$ cat src/rtl/regfile_wb_arbiter_pkg.sv
// Shared constants for the register-file writeback arbiter: source encoding,
// RegWEn format codes and the data/index widths.
package regfile_wb_arbiter_pkg;

    localparam int XLEN   = 32;
    localparam int NREG   = 32;
    localparam int REG_AW = $clog2(NREG);

    typedef enum logic [1:0] {
        SRC_ALU = 2'd0,
        SRC_LSU = 2'd1,
        SRC_MDU = 2'd2
    } src_t;

    localparam logic [2:0] WEN_NONE = 3'b000;
    localparam logic [2:0] WEN_W    = 3'b001;
    localparam logic [2:0] WEN_B    = 3'b010;
    localparam logic [2:0] WEN_H    = 3'b011;
    localparam logic [2:0] WEN_BU   = 3'b100;
    localparam logic [2:0] WEN_HU   = 3'b101;

    // A load reporting "no format" still has to write a full word.
    function automatic logic [2:0] mapFmt(input logic [2:0] fmt);
        return (fmt == WEN_NONE) ? WEN_W : fmt;
    endfunction

endpackage

$ cat src/rtl/regfile_wb_arbiter_if.sv
// Bundle of the writeback sources, decode hazard query and register-file
// write port seen by the arbiter.
interface regfile_wb_arbiter_if;
    import regfile_wb_arbiter_pkg::*;

    logic              alu_valid;
    logic [REG_AW-1:0] alu_rd;
    logic [XLEN-1:0]   alu_data;

    logic              lsu_valid;
    logic              lsu_ready;
    logic [REG_AW-1:0] lsu_rd;
    logic [XLEN-1:0]   lsu_data;
    logic [2:0]        lsu_fmt;

    logic              mdu_valid;
    logic              mdu_ready;
    logic [REG_AW-1:0] mdu_rd;
    logic [XLEN-1:0]   mdu_data;

    logic              issue_valid;
    logic [REG_AW-1:0] issue_rd;

    logic              dec_valid;
    logic [REG_AW-1:0] dec_rs1;
    logic [REG_AW-1:0] dec_rs2;
    logic [REG_AW-1:0] dec_rd;
    logic              stall;

    logic [2:0]        RegWEn;
    logic [REG_AW-1:0] WriteAddress;
    logic [XLEN-1:0]   WriteData;

    modport slave (
        input  alu_valid, alu_rd, alu_data,
        input  lsu_valid, lsu_rd, lsu_data, lsu_fmt,
        input  mdu_valid, mdu_rd, mdu_data,
        input  issue_valid, issue_rd,
        input  dec_valid, dec_rs1, dec_rs2, dec_rd,
        output lsu_ready, mdu_ready, stall,
        output RegWEn, WriteAddress, WriteData
    );

    modport master (
        output alu_valid, alu_rd, alu_data,
        output lsu_valid, lsu_rd, lsu_data, lsu_fmt,
        output mdu_valid, mdu_rd, mdu_data,
        output issue_valid, issue_rd,
        output dec_valid, dec_rs1, dec_rs2, dec_rd,
        input  lsu_ready, mdu_ready, stall,
        input  RegWEn, WriteAddress, WriteData
    );

endinterface

$ cat src/rtl/regfile_wb_arbiter_rr_arb2.sv
// Two-way round-robin grant between request A and request B, suppressed
// entirely while a higher-priority requester blocks the port.
module wb_rr_arb2 (
    input  logic CLK,
    input  logic rst_n,
    input  logic block,
    input  logic reqA,
    input  logic reqB,
    output logic grantA,
    output logic grantB
);

    logic rrReg;
    logic rrNext;

    // rrReg=0 favours A on a tie, rrReg=1 favours B.
    assign grantA = ~block & reqA & (~reqB | ~rrReg);
    assign grantB = ~block & reqB & (~reqA | rrReg);

    always_comb begin
        rrNext = rrReg;
        if (grantA) begin
            rrNext = 1'b1;
        end else if (grantB) begin
            rrNext = 1'b0;
        end
    end

    always_ff @(posedge CLK) begin
        if (!rst_n) begin
            rrReg <= 1'b0;
        end else begin
            rrReg <= rrNext;
        end
    end

endmodule

$ cat src/rtl/regfile_wb_arbiter.sv
// Register-file write-port arbiter (ALU > round-robin LSU/MDU) with a
// pending-write scoreboard that stalls decode on long-latency hazards.
module regfile_wb_arbiter
    import regfile_wb_arbiter_pkg::*;
(
    input  logic                 CLK,
    input  logic                 rst_n,
    regfile_wb_arbiter_if.slave  bus
);

    logic              lsuGrant;
    logic              mduGrant;

    logic              winValid;
    logic              winLong;
    logic [REG_AW-1:0] winRd;
    logic [XLEN-1:0]   winData;
    logic [2:0]        winWen;

    logic [2:0]        wenReg;
    logic [REG_AW-1:0] addrReg;
    logic [XLEN-1:0]   dataReg;
    logic              longReg;

    logic [NREG-1:0]   pendingReg;
    logic [NREG-1:0]   pendingNext;

    wb_rr_arb2 u_rr (
        .CLK    (CLK),
        .rst_n  (rst_n),
        .block  (bus.alu_valid),
        .reqA   (bus.lsu_valid),
        .reqB   (bus.mdu_valid),
        .grantA (lsuGrant),
        .grantB (mduGrant)
    );

    assign bus.lsu_ready = lsuGrant;
    assign bus.mdu_ready = mduGrant;

    always_comb begin
        winValid = 1'b0;
        winLong  = 1'b0;
        winRd    = '0;
        winData  = '0;
        winWen   = WEN_NONE;
        if (bus.alu_valid) begin
            winValid = 1'b1;
            winRd    = bus.alu_rd;
            winData  = bus.alu_data;
            winWen   = WEN_W;
        end else if (lsuGrant) begin
            winValid = 1'b1;
            winLong  = 1'b1;
            winRd    = bus.lsu_rd;
            winData  = bus.lsu_data;
            winWen   = mapFmt(bus.lsu_fmt);
        end else if (mduGrant) begin
            winValid = 1'b1;
            winLong  = 1'b1;
            winRd    = bus.mdu_rd;
            winData  = bus.mdu_data;
            winWen   = WEN_W;
        end
        // x0 is hardwired: the handshake completes but nothing is written.
        if (winRd == '0) begin
            winWen = WEN_NONE;
        end
    end

    always_ff @(posedge CLK) begin
        if (!rst_n) begin
            wenReg  <= WEN_NONE;
            addrReg <= '0;
            dataReg <= '0;
            longReg <= 1'b0;
        end else begin
            wenReg <= winValid ? winWen : WEN_NONE;
            if (winValid) begin
                addrReg <= winRd;
                dataReg <= winData;
                longReg <= winLong;
            end
        end
    end

    assign bus.RegWEn       = wenReg;
    assign bus.WriteAddress = addrReg;
    assign bus.WriteData    = dataReg;

    // Clear retires with the register-file commit; a same-cycle issue wins.
    always_comb begin
        pendingNext = pendingReg;
        if (wenReg != WEN_NONE && longReg) begin
            pendingNext[addrReg] = 1'b0;
        end
        if (bus.issue_valid && bus.issue_rd != '0) begin
            pendingNext[bus.issue_rd] = 1'b1;
        end
    end

    always_ff @(posedge CLK) begin
        if (!rst_n) begin
            pendingReg <= '0;
        end else begin
            pendingReg <= pendingNext;
        end
    end

    assign bus.stall = bus.dec_valid & (pendingReg[bus.dec_rs1] |
                                        pendingReg[bus.dec_rs2] |
                                        pendingReg[bus.dec_rd]);

endmodule

$ cat src/flat_wrapper.sv
// flat-port wrapper written by rule: the top's interface ports become plain ports
module regfile_wb_arbiter_flat import regfile_wb_arbiter_pkg::*;
  (CLK, rst_n, bus_alu_valid, bus_alu_rd, bus_alu_data, bus_lsu_valid, bus_lsu_rd, bus_lsu_data, bus_lsu_fmt, bus_mdu_valid, bus_mdu_rd, bus_mdu_data, bus_issue_valid, bus_issue_rd, bus_dec_valid, bus_dec_rs1, bus_dec_rs2, bus_dec_rd, bus_lsu_ready, bus_mdu_ready, bus_stall, bus_RegWEn, bus_WriteAddress, bus_WriteData);
  regfile_wb_arbiter_if bus_i ();
  input  logic CLK;
  input  logic rst_n;
  input wire logic [$bits(bus_i.alu_valid)-1:0] bus_alu_valid;
  input wire logic [$bits(bus_i.alu_rd)-1:0] bus_alu_rd;
  input wire logic [$bits(bus_i.alu_data)-1:0] bus_alu_data;
  input wire logic [$bits(bus_i.lsu_valid)-1:0] bus_lsu_valid;
  input wire logic [$bits(bus_i.lsu_rd)-1:0] bus_lsu_rd;
  input wire logic [$bits(bus_i.lsu_data)-1:0] bus_lsu_data;
  input wire logic [$bits(bus_i.lsu_fmt)-1:0] bus_lsu_fmt;
  input wire logic [$bits(bus_i.mdu_valid)-1:0] bus_mdu_valid;
  input wire logic [$bits(bus_i.mdu_rd)-1:0] bus_mdu_rd;
  input wire logic [$bits(bus_i.mdu_data)-1:0] bus_mdu_data;
  input wire logic [$bits(bus_i.issue_valid)-1:0] bus_issue_valid;
  input wire logic [$bits(bus_i.issue_rd)-1:0] bus_issue_rd;
  input wire logic [$bits(bus_i.dec_valid)-1:0] bus_dec_valid;
  input wire logic [$bits(bus_i.dec_rs1)-1:0] bus_dec_rs1;
  input wire logic [$bits(bus_i.dec_rs2)-1:0] bus_dec_rs2;
  input wire logic [$bits(bus_i.dec_rd)-1:0] bus_dec_rd;
  output wire logic [$bits(bus_i.lsu_ready)-1:0] bus_lsu_ready;
  output wire logic [$bits(bus_i.mdu_ready)-1:0] bus_mdu_ready;
  output wire logic [$bits(bus_i.stall)-1:0] bus_stall;
  output wire logic [$bits(bus_i.RegWEn)-1:0] bus_RegWEn;
  output wire logic [$bits(bus_i.WriteAddress)-1:0] bus_WriteAddress;
  output wire logic [$bits(bus_i.WriteData)-1:0] bus_WriteData;
  assign bus_i.alu_valid = bus_alu_valid;
  assign bus_i.alu_rd = bus_alu_rd;
  assign bus_i.alu_data = bus_alu_data;
  assign bus_i.lsu_valid = bus_lsu_valid;
  assign bus_i.lsu_rd = bus_lsu_rd;
  assign bus_i.lsu_data = bus_lsu_data;
  assign bus_i.lsu_fmt = bus_lsu_fmt;
  assign bus_i.mdu_valid = bus_mdu_valid;
  assign bus_i.mdu_rd = bus_mdu_rd;
  assign bus_i.mdu_data = bus_mdu_data;
  assign bus_i.issue_valid = bus_issue_valid;
  assign bus_i.issue_rd = bus_issue_rd;
  assign bus_i.dec_valid = bus_dec_valid;
  assign bus_i.dec_rs1 = bus_dec_rs1;
  assign bus_i.dec_rs2 = bus_dec_rs2;
  assign bus_i.dec_rd = bus_dec_rd;
  assign bus_lsu_ready = bus_i.lsu_ready;
  assign bus_mdu_ready = bus_i.mdu_ready;
  assign bus_stall = bus_i.stall;
  assign bus_RegWEn = bus_i.RegWEn;
  assign bus_WriteAddress = bus_i.WriteAddress;
  assign bus_WriteData = bus_i.WriteData;
  regfile_wb_arbiter u_core (.CLK(CLK), .rst_n(rst_n), .bus(bus_i));
endmodule
$ cat config.mk
export PLATFORM = sky130hd
export DESIGN_NAME = regfile_wb_arbiter_flat
export DESIGN_NICKNAME = d
export VERILOG_FILES = /design/src/rtl/regfile_wb_arbiter_pkg.sv /design/src/rtl/regfile_wb_arbiter_if.sv /design/src/rtl/regfile_wb_arbiter_rr_arb2.sv /design/src/rtl/regfile_wb_arbiter.sv /design/src/flat_wrapper.sv
export SDC_FILE = /design/constraint.sdc
export NUM_CORES = 1
export LEC_CHECK = 0
export BUFFER_PORTS_ARGS = -buffer_cell sky130_fd_sc_hd__buf_2
export CAP_MARGIN = 40
export CORE_MARGIN = 10
export CORE_UTILIZATION = 48
export DETAILED_ROUTE_END_ITERATION = 12
export PLACE_DENSITY = 0.91
export RECOVER_POWER = 100
export SLEW_MARGIN = 20
export SYNTH_ARGS = -nofsm -noshare
export SYNTH_HDL_FRONTEND = slang
export SYNTH_SLANG_ARGS = --single-unit
$ cat constraint.sdc
create_clock -name CLK -period 2.2 [get_ports CLK]
set_input_delay 0.33 -clock CLK [delete_from_list [all_inputs] [get_ports CLK]]
set_output_delay 0.33 -clock CLK [all_outputs]
set_load 0.02 [all_outputs]
---- Word-level counts from Yosys, hierarchy flattened ----
Cells that the tools add are included.
W data, S select, Z words.
word-level totals
  register bits after elaboration ......... 74
  input bits .............................. 141
  output and inout port bits .............. 43
  logic and storage cells ................. 71
operators by class
  order comparisons ....................... 7
  mux-type cells .......................... 28
  bitwise gates (word level) .............. 18
  reduce and logical (&&, ||, !) cells .... 11
operators with widths
  cell                  number
  $mux W32              5
  $and A32 B32 Y32      1
  $not A32 Y32          1
  $or A32 B32 Y32       1
  $lt A5 B6 Y1 const B  5
  $bmux W1 S5           3
  $mux W5               3
  $mux W1               13
  $demux W1 S5          2
  $ge A5 B1 Y1 const B  2
  $mux W3               2
  $not A1 Y1            6
  $and A1 B1 Y1         5
  $logic_not A5 Y1      1
  $reduce_bool A5 Y1    1
  $logic_and A1 B1 Y1   4
  $or A1 B1 Y1          4
  $reduce_or A4 Y1      1
  $logic_not A3 Y1      1
  $reduce_bool A3 Y1    1
  $reduce_or A3 Y1      1
  $reduce_bool A2 Y1    1

---- Logic depth before layout (Yosys ltp) ----
  word-level depth ........................ 9
  depth in mapped cells ................... 7
  mapped depth without buffers ............ 5

---- Hierarchy ----
Synthesis repeated with hierarchy kept, for this count alone.
second synthesis, totals
  cell total of the unflattened synthesis .. 566
  area total of the unflattened synthesis .. 4585.6 um^2
modules (own cells, without submodules)
  module              times used  cells each  area an instance (um^2)  sequential area each (um^2)
  regfile_wb_arbiter  1           557         4510.6                   1461.4
  wb_rr_arb2          1           9           75.1                     20.0

---- Worst setup path before layout ----
OpenSTA, ideal clock, no wires.
  kind .................................... input port to output port
  start point ............................. input bus_dec_rs1[0]
  end point ............................... output bus_stall
  arrival time ............................ 1851 ps
  data required time ...................... 1870 ps
  slack ................................... 19 ps
  stages .................................. 6
  buffers on the path ..................... 1
  cell sequence ........................... buf_4 -> mux4_2 -> mux2i_1 -> mux2i_1 -> mux2_2 -> o41a_1
between the ends
  word-level cells in the longest chain between the ends .. 5
ends and longest elaborated chain
  what                           RTL line                   text
  from (decl)                    flat_wrapper.sv:20         input wire logic [$bits(bus_i.dec_rs1)-1:0] bus_dec_rs1;
  $bmux W1 S5                    regfile_wb_arbiter.sv:110  assign bus.stall = bus.dec_valid & (pendingReg[bus.dec_rs1] |
  $mux W1 (implied by the code)  regfile_wb_arbiter.sv:110
  $or A1 B1 Y1                   regfile_wb_arbiter.sv:110
  $or A1 B1 Y1                   regfile_wb_arbiter.sv:111  pendingReg[bus.dec_rs2] |
  $and A1 B1 Y1                  regfile_wb_arbiter.sv:110
  to (decl)                      flat_wrapper.sv:25         output wire logic [$bits(bus_i.stall)-1:0] bus_stall;
Every way passes these cells. The select of a mux whose other input is x is not followed.

---- Worst setup path in the final report ----
  start point ............................. register u_core.pendingReg[5]
  end point ............................... output bus_stall
between the ends
  word-level cells in the longest chain between the ends .. 5
  elaborated cells on any way between the ends .. 9
  those cells by class .................... mux (6); bitwise (3)
ends and longest elaborated chain
  what                                   RTL line                                              text
  from (decl)                            regfile_wb_arbiter.sv:25                              logic [NREG-1:0] pendingReg;
  from (signal assigned)                 regfile_wb_arbiter.sv:106                             pendingReg <= pendingNext;
  $bmux W1 S5, on equally long branches  regfile_wb_arbiter.sv:110, regfile_wb_arbiter.sv:111
  $mux W1, on equally long branches      regfile_wb_arbiter.sv:110, regfile_wb_arbiter.sv:111
  $or A1 B1 Y1                           regfile_wb_arbiter.sv:110
  $or A1 B1 Y1 (*)                       regfile_wb_arbiter.sv:111
  $and A1 B1 Y1 (*)                      regfile_wb_arbiter.sv:110
Every way passes the cells marked *; elsewhere a longest branch is shown, timed or not. The select of a mux whose other input is x is not followed.

==> key figures <==
Synthesis
  • Mux contribution to synthesized area: 0.142
  • Compound-Gate Fraction of Synth Area: 0.304
  • Syn Nets: 597
  • Seq/Total Area, Yosys: 0.357
  • Post-synthesis register bit count: 74
  • FFs w/ async S/R, synth: 0
  • Post-synthesis simple-gate area fraction: 0.156
  • Largest family of logic cells by synthesized area: compound AO/OA/AOI/OAI gates
  • Ys Warns: 0
  • Cells after Synth: around 460
  • Synth Area in XOR/XNOR: 0
  • Number of synthesized flops with an enable pin: 0
  • Synthesized area: between 4000 and 5000 sq um
  • Distinct cells, synth: 46
  • Mean Syn Cell Area: a little over 9 sq um
  • Synth Area in Adders: 0
  • Primary FF master, synth: dfxtp_1

Power and ir drop
  • Power density cells: 563 nW/um^2
  • Peak VDD IR: 477 uV
  • Leakage power: between 2 and 2.5 nW

STA
  • Achievable frequency: between 0.4 and 0.5 GHz
  • Slew Limit Fails: 0
  • Setup ws final: -275 ps
  • Setup Skew: between 9 and 10 ps
  • Relative slew slack: 0.139
  • Final Hold Vio Count: 0
  • Hold WS: ~230 ps
  • Period utilisation layout: 1.13
  • RSZ-0062 raised after global routing: yes
  • Tmin final: around 2500 ps
  • Worst-Margin Slew: approximately 1300 ps
  • Endpoints failing setup: 2

Hold path
  • Hold wc startpoint: bus_mdu_data[1]
  • Hold Path Class: in2reg

Global route
  • GRT Total Usage: 0.236
  • Total grt overflow: 0
  • Vias in the first global route: roughly 4900
  • First-pass GRT wire length: ~25 mm
  • Largest net degree at the start of global routing: 36
  • Initial antenna violation count: 1

Routing
  • Antenna-violating nets left: 0
  • Detailed Routing Iterations Pass 1: 9
  • Wire per inst: a little over 20 um
  • 1st-iter DRT viols: roughly 540
  • WL final: about 16 mm
  • Vias/cell: 6.18
  • Vias post-DR: between 4000 and 5000
  • DRC: 0

Worst setup path
  • Crit path from: u_core.pendingReg[5]$_SDFF_PN0_
  • Cell mode on critical path: mux2i_1
  • WP data required: 1870 ps
  • Crit-path cells: mux4_2 -> mux2i_1 -> mux2i_1 -> mux2_4 -> o41a_1 -> buf_6
  • WP data arrival: 2150 ps
  • CP peak stage delay: roughly 480 ps
  • CP Launch Type: register
  • Worst reg2reg path startpoint: u_core.u_rr.rrReg$_SDFFE_PN0P_
  • Worst path slowest cell: mux4_2
  • CP Max Fanout: 3
  • Crit. End Element: primary output
  • CP Class: reg2out

Clock tree
  • TritonCTS clock tree: built
  • Clk pin slew, worst setup/hold paths: approximately 80 ps
  • Total number of H-tree levels: 3
  • Cts hold-fix bufs: 0
  • Clock buffer depth: 2
  • Skew-Pair Late Insertion Delay: 340 ps
  • Root Driver: clkbuf_8
  • CTS sink cnt: 74
  • TritonCTS Buffers: 9

Floorplanning
  • Die height: ~110 um
  • Initial Util: 0.499
  • Row cnt: 33
  • I/O Pins: roughly 180
  • DIE AREA: 12800 sq um
  • Die width: 113 um
  • Core Region: ~8300 sq um

Finish
  • Share of layout cells above drive strength 1: 0.336
  • Layout Area Growth over Synthesis: 32.9%
  • Most common cell after layout, fill and taps aside: buf_2
  • Layout fillers: 688
  • Final-stage net count: ~790
  • Most frequent cells in the layout: buf_2 (139), nand2_1 (78), dfxtp_1 (65), a21boi_0 (64), clkbuf_1 (45)
  • Non-Filler Instances: 764
  • Final core occ: 0.664

Run status
  • Failing checks: negative setup slack
  • Status: finished with violations

Placed design
  • Placer congestion estimate: ~1.0
  • Placed Instances: around 740
  • Post-place setup slack: -256 ps
  • I/O Buffers: about 180
  • Detailed Place HPWL: 12.4 mm

Flow run
  • # Max-Cap Violations: 0
-- cells by family (layout without fill, tap and decap cells) --
| logic type | Yosys count | in the layout |
|---|---|---|
| AND/OR/NAND/NOR | 136 | 136 |
| other | 0 | 1 |
| buffers and inverters | 40 | 242 |
| multiplexers | 41 | 41 |
| flip-flops | 74 | 74 |
| AO/OA/AOI/OAI | 165 | 165 |
-- per-layer routing --
layer | vias up | wire length [um] | track usage
li1 | 2146 | - | -
met5 | - | 0 | 0
met2 | 311 | 7760 | 0.407
met1 | 2210 | 5510 | 0.254
met4 | 0 | 648 | 0.108
met3 | 51 | 1820 | 0.0824
-- path summary, 6_finish.rpt --
path,depth (start not counted),to,slack (ps)
max,6,bus_stall,-280
min,3,u_core.bus.WriteData[1]$_SDFFE_PN0N_,230
min reg2reg,2,u_core.pendingReg[30]$_SDFF_PN0_,530
max reg2reg,5,u_core.bus.RegWEn[2]$_SDFF_PP0_,190
-- cells in the mapped netlist, types with 7 or more instances --
master / count / area (sq um)
nand2_1: 78 / 293
a222oi_1: 31 / 310
a22oi_1: 7 / 52.6
o21ai_0: 35 / 175
nor2_1: 13 / 48.8
a21boi_0: 64 / 480
mux2i_1: 25 / 250
clkbuf_1: 20 / 75.1
buf_2: 11 / 55.1
mux4_2: 14 / 315
dfxtp_1: 74 / 1480
-- state kept, by name, summed over array words and instances (netlist names) --
name	flops
u_core.bus.WriteAddress	5
u_core.pendingReg	32
u_core.longReg	1
u_core.bus.RegWEn	3
u_core.u_rr.rrReg	1
u_core.bus.WriteData	32
-- power breakdown --
part	leakage, nW	switching [W]	internal [W]
sequential	0.611	0.0000572	0.00140
combinational	1.54	0.000345	0.000280
clock	0.102	0.000485	0.000533
-- through the flow --
step	total power (W)	area (sq um)	TNS, ps
2_1_floorplan	0.00182	4150	0
3_3_place_gp	0.00210	5320	-195
3_5_place_dp	0.00212	5320	-256
4_1_cts	0.00313	5570	-282
5_1_grt	0.00324	5510	-723
6_report	0.00310	5510	-454
-- worst max-delay path: cells and delay by family (launching register included) --
family,cells,cell delay (ps)
muxes,4,1000
DFF,1,340
buffers and inverters,1,140
AOI/OAI and AO/OA,1,320
-- area by class of cell --
type / count / area (sq um) / share of cell area
clock inverters: 3 / 21.3 / 0.00386
diodes: 1 / 2.50 / 0.000454
well taps: 105 / 131 / 0.0239
clock buffers: 13 / 179 / 0.0325
flip-flops and latches: 74 / 1500 / 0.272
inverters: 6 / 22.5 / 0.00409
multi-input cells: 342 / 2500 / 0.454
repair buffers: 220 / 1150 / 0.210
-- timing repair --
action,4_1_cts,5_1_grt
gates resized for setup,10,7
pin swaps,0,0
buffers inserted,3,0
setup endpoints to repair,2,2
No activity file was read; power rests on OpenSTA's default activity.
